<file path="config.mk">
export PLATFORM = sky130hd
export DESIGN_NAME = demux2_stream
export DESIGN_NICKNAME = d
export VERILOG_FILES = /design/src/rtl/demux2_stream.sv
export SDC_FILE = /design/constraint.sdc
export NUM_CORES = 1
export LEC_CHECK = 0
export ABC_CLOCK_PERIOD_IN_PS = 4400
export CAP_MARGIN = 40
export CORE_MARGIN = 5
export CORE_UTILIZATION = 50
export CTS_CLUSTER_DIAMETER = 30
export DETAILED_ROUTE_END_ITERATION = 6
export PLACE_DENSITY_LB_ADDON = 0.12
export SETUP_SLACK_MARGIN = 0.4
export SYNTH_ARGS = -nofsm -noshare
export SYNTH_HDL_FRONTEND = slang
export SYNTH_SLANG_ARGS = --single-unit
export TNS_END_PERCENT = 5
</file>
<file path="constraint.sdc">
create_clock -name clk -period 4.4 [get_ports clk]
set_input_delay 0.66 -clock clk [delete_from_list [all_inputs] [get_ports clk]]
set_output_delay 0.66 -clock clk [all_outputs]
set_load 0.01 [all_outputs]
</file>
<file path="src/rtl/demux2_stream.sv">
// Registered 1-to-2 stream demultiplexer: each accepted beat is steered by s into one
// of two independent FIFOs, each with its own valid/ready handshake and delivery counter.
module demux2_stream #(
  parameter int WIDTH = 8,
  parameter int DEPTH = 2
) (
  input  logic                       clk,
  input  logic                       rst_n,
  input  logic [WIDTH-1:0]           d,
  input  logic                       s,
  input  logic                       d_valid,
  output logic                       d_ready,
  output logic [WIDTH-1:0]           y0,
  output logic [WIDTH-1:0]           y1,
  output logic                       y0_valid,
  output logic                       y1_valid,
  input  logic                       y0_ready,
  input  logic                       y1_ready,
  output logic [$clog2(DEPTH):0]     lvl0,
  output logic [$clog2(DEPTH):0]     lvl1,
  output logic [7:0]                 cnt0,
  output logic [7:0]                 cnt1
);

  localparam int PW = $clog2(DEPTH);
  localparam int LW = PW + 1;

  logic [PW-1:0]    wptr [2];
  logic [PW-1:0]    rptr [2];
  logic [LW-1:0]    lvl  [2];
  logic [7:0]       cnt  [2];
  logic [WIDTH-1:0] mem  [2][DEPTH];

  logic [1:0] full, empty, push, pop, out_ready;

  always_comb begin
    full  = '0;
    empty = '0;
    for (int c = 0; c < 2; c++) begin
      full[c]  = (lvl[c] == LW'(DEPTH));
      empty[c] = (lvl[c] == '0);
    end
  end

  // Readiness looks only at the channel s points to, so a stalled peer never blocks.
  assign d_ready   = rst_n && (s ? !full[1] : !full[0]);
  assign push[0]   = d_valid && d_ready && !s;
  assign push[1]   = d_valid && d_ready &&  s;
  assign out_ready = {y1_ready, y0_ready};
  assign pop       = out_ready & ~empty;

  always_ff @(posedge clk or negedge rst_n) begin
    if (!rst_n) begin
      for (int c = 0; c < 2; c++) begin
        wptr[c] <= '0;
        rptr[c] <= '0;
        lvl[c]  <= '0;
        cnt[c]  <= '0;
      end
    end else begin
      for (int c = 0; c < 2; c++) begin
        if (push[c]) wptr[c] <= wptr[c] + PW'(1);
        if (pop[c]) begin
          rptr[c] <= rptr[c] + PW'(1);
          cnt[c]  <= cnt[c] + 8'd1;
        end
        case ({push[c], pop[c]})
          2'b10:   lvl[c] <= lvl[c] + LW'(1);
          2'b01:   lvl[c] <= lvl[c] - LW'(1);
          default: lvl[c] <= lvl[c];
        endcase
      end
    end
  end

  // Storage carries no reset; empty-gating on the outputs hides stale entries.
  always_ff @(posedge clk) begin
    for (int c = 0; c < 2; c++)
      if (push[c]) mem[c][wptr[c]] <= d;
  end

  assign y0       = empty[0] ? '0 : mem[0][rptr[0]];
  assign y1       = empty[1] ? '0 : mem[1][rptr[1]];
  assign y0_valid = !empty[0];
  assign y1_valid = !empty[1];
  assign lvl0     = lvl[0];
  assign lvl1     = lvl[1];
  assign cnt0     = cnt[0];
  assign cnt1     = cnt[1];

endmodule

</file>
==> impl_summary.log <==
[metrics] Clock Sinks: 56
[metrics] drc violations: 0
[metrics] required time at the worst-slack endpoint: 3.74 ns
[metrics] gr usage total: 15.6%
[metrics] Crit Reg-Reg Endpoint: mem[0][11]$_DFFE_PP_
[metrics] clock transition at the register clock pins on the worst setup and hold paths after CTS: 0.09 ns
[metrics] VDD IR max: 0.405 mV
[metrics] part of the Yosys area used for sequential elements: 65.9%
[metrics] residual overflow from global routing: 0
[metrics] setup bufs post-CTS: 0
[metrics] Die Height: 78.8 microns
[metrics] Reg2Reg Depth: 3
[metrics] number of DRC markers in iteration 0: 34
[metrics] number of pins exceeding their max-slew limit in the final report: 0
[metrics] final clock period utilization by the worst path: 66.6%
[metrics] first-pass GRT wire length: 7490 microns
[metrics] Final Hold Viols: 0
[metrics] fraction of layout cells with a size suffix above 1: 7.52%
[metrics] Post-CTS Hold Fix Bufs: 0
[metrics] Worst Path Max Fanout: 3
[metrics] RSZ-0062 raised after global routing: no
[metrics] DR pass1 iterations: 3
[metrics] number of instances in the synthesized netlist: 169
[metrics] most frequent cells in the layout: sky130_fd_sc_hd__clkdlybuf4s50_1 (52), sky130_fd_sc_hd__edfxtp_1 (32), sky130_fd_sc_hd__nor2_1 (24), sky130_fd_sc_hd__dfrtp_1 (24), sky130_fd_sc_hd__xnor2_1 (18)
[metrics] Synth Cell Area: 2370 sq um
[metrics] die boundary width: 78.8 microns
[metrics] count of unique library cells instantiated by Yosys: 21
[metrics] number of failing setup endpoints in the final timing report: 0
[metrics] total wire length after detailed routing: 4380 microns
[metrics] HPWL after detailed placement: 3290 microns
[metrics] antenna violations before repair: 0
[metrics] Initial Utilization: 50.8%
[metrics] type of the most critical hold path: reg -> reg
[metrics] R2R Setup Slk: 2.70 ns
[metrics] worst-case clock skew: 0.00331 ns
[metrics] crit end category: output port
[metrics] TritonCTS buffer count: 5
[metrics] destination of the critical timing path: d_ready
[metrics] post-cts repair resize count: 0
[metrics] worst-margin pin slew: 0.686 ns
[metrics] CTS H-tree depth: 2
[metrics] critical path launch point type: input pin
[metrics] number of buffers added on ports: 52
[metrics] top achievable clock speed: 341 MHz
[metrics] CTS tree: done
[metrics] Power Dens Cells: 625 nW/um^2
[metrics] Tmin final: 2.93 ns
[metrics] Post-Syn Area per Cell: 14.0 sq um
[metrics] insertion delay of the later-clocked pin in the worst-skew pair: 0.31 ns
[metrics] worst-case hold slack: 0.471 ns
[metrics] DRT antenna net count: 0
[metrics] buffer cell driving the clock tree root: sky130_fd_sc_hd__clkbuf_8
[metrics] net count reported at finish: 243
[metrics] detail-routed net length per standard cell: 15.6 microns
[metrics] pin count of the biggest net entering global routing: 28
[metrics] final weighted congestion of routability-driven global placement: 0.807
[metrics] commonest non-fill, non-tap cell in the layout: sky130_fd_sc_hd__clkdlybuf4s50_1
[metrics] post-DR vias/cell: 5.18
[metrics] detailed-route via count: 1,450
[metrics] Core Region: 4660 sq um
[metrics] IO Count: 53
[metrics] growth of design area from synthesis to finish: 27.3%
[metrics] Row Count: 25
[metrics] first element of the critical path: s
[metrics] FF+latch count, synth: 56
[metrics] synth warn: 0
[metrics] category of the critical setup timing path: in -> out
[metrics] Maximum Capacitance Violations: 0
[metrics] LEAKAGE: 1.19 nW
[metrics] Worst Hold Path Cells: 1
[metrics] via count of the first global-routing pass: 1,563
[metrics] number of nets produced by synthesis: 187
[metrics] status: finished clean
[metrics] setup total negative slack: 0 ns
[metrics] final antenna diode count: 0
[metrics] full die area: 6220 sq um
[metrics] Max-slew headroom: 54.1%
[metrics] clock buffer depth: 2
[metrics] launch instance of the worst register-to-register path: lvl0[1]$_DFFE_PN0P_
[metrics] arrival time of the worst setup path: 2.27 ns
state kept, by name, summed over array words and instances (netlist names):
signal and flops:
lvl1 2, rptr 2, cnt1 8, lvl0 2, mem 32, wptr 2, cnt0 8
worst max-delay path: stages:
cell	delay (ns)
sky130_fd_sc_hd__clkdlybuf4s50_1	0.54
sky130_fd_sc_hd__inv_1	0.10
sky130_fd_sc_hd__or3_1	0.37
sky130_fd_sc_hd__o311a_1	0.11
sky130_fd_sc_hd__clkdlybuf4s50_1	0.48
metrics by stage:
stage | cells | setup slack [ns] | power, W | utilization, % | area (sq um)
2_1_floorplan | 169 | 2.54 | 0.00125 | - | 2370
3_3_place_gp | 272 | 1.48 | 0.00160 | 62.9 | 2930
3_5_place_dp | 272 | 1.46 | 0.00164 | 62.9 | 2930
4_1_cts | 280 | 1.45 | 0.00190 | 64.8 | 3020
5_1_grt | 280 | 1.38 | 0.00200 | 64.8 | 3020
6_report | 280 | 1.47 | 0.00189 | 64.8 | 3020
routing by layer:
metal | part of all wire [%] | up-vias | GRT usage [%] | wire, microns
met5 | 0 | - | 0 | 0
met4 | 1.3 | 0 | 5.33 | 56
met3 | 5.9 | 6 | 5.10 | 260
met2 | 51 | 39 | 26.9 | 2220
met1 | 42 | 704 | 18.5 | 1840
li1 | - | 701 | - | -
where the power goes:
group / leakage (nW) / internal [W] / switching [W]
combinational: 0.563 / 0.000440 / 0.000327
clock: 0.0424 / 0.000114 / 0.000156
sequential: 0.587 / 0.000668 / 0.000181
worst min path at each step:
stage / from / end / slack, ns
after floorplan: rst_n / cnt0[0]$_DFFE_PN0P_ / 0.36
after global placement: cnt1[7]$_DFFE_PN0P_ / cnt1[7]$_DFFE_PN0P_ / 0.46
after detailed placement: cnt0[7]$_DFFE_PN0P_ / cnt0[7]$_DFFE_PN0P_ / 0.46
after CTS: cnt1[7]$_DFFE_PN0P_ / cnt1[7]$_DFFE_PN0P_ / 0.48
after global routing: cnt0[7]$_DFFE_PN0P_ / cnt0[7]$_DFFE_PN0P_ / 0.49
final: cnt1[7]$_DFFE_PN0P_ / cnt1[7]$_DFFE_PN0P_ / 0.47
kinds of logic (layout without fill, tap and decap cells):
| kind of cell | after synthesis | after routing | synth area share [%] |
|---|---|---|---|
| AO/OA/AOI/OAI | 5 | 5 | 4.01 |
| XOR/XNOR | 24 | 24 | 8.87 |
| adder cells (fa/ha/maj) | 4 | 4 | 2.11 |
| buffers and inverters | 13 | 70 | 2.80 |
| flip-flops | 56 | 56 | 65.9 |
| multiplexers | 16 | 16 | 6.76 |
| AND/OR/NAND/NOR | 51 | 51 | 9.56 |
cells in the mapped netlist, drive strengths merged:
| cell type | number | share of area, % |
|---|---|---|
| or3 | 1 | 0.26 |
| edfxtp | 32 | 41 |
| dfrtp | 24 | 25 |
| buf | 4 | 1.4 |
| ha | 4 | 2.1 |
| o311a | 1 | 0.42 |
| inv | 9 | 1.4 |
| mux2i | 16 | 6.8 |
| xor2 | 6 | 2.2 |
| nor3 | 4 | 0.84 |
| o21ai | 2 | 1.4 |
| xnor2 | 18 | 6.7 |
| and3 | 2 | 0.53 |
| nand3 | 2 | 0.42 |
| nand4 | 6 | 1.6 |
| nand2 | 10 | 1.6 |
| o2111ai | 2 | 2.2 |
| nor2 | 26 | 4.3 |
area by class of cell:
cell class	count	area [sq um]
clock buffers	7	76.3
clock inverters	1	8.76
fillers	348	1640
inverters	9	33.8
multi-input cells	100	742
flip-flops and latches	56	1560
well taps	54	67.6
repair buffers	53	528
Note: power is estimated with default switching activity, not from simulation.
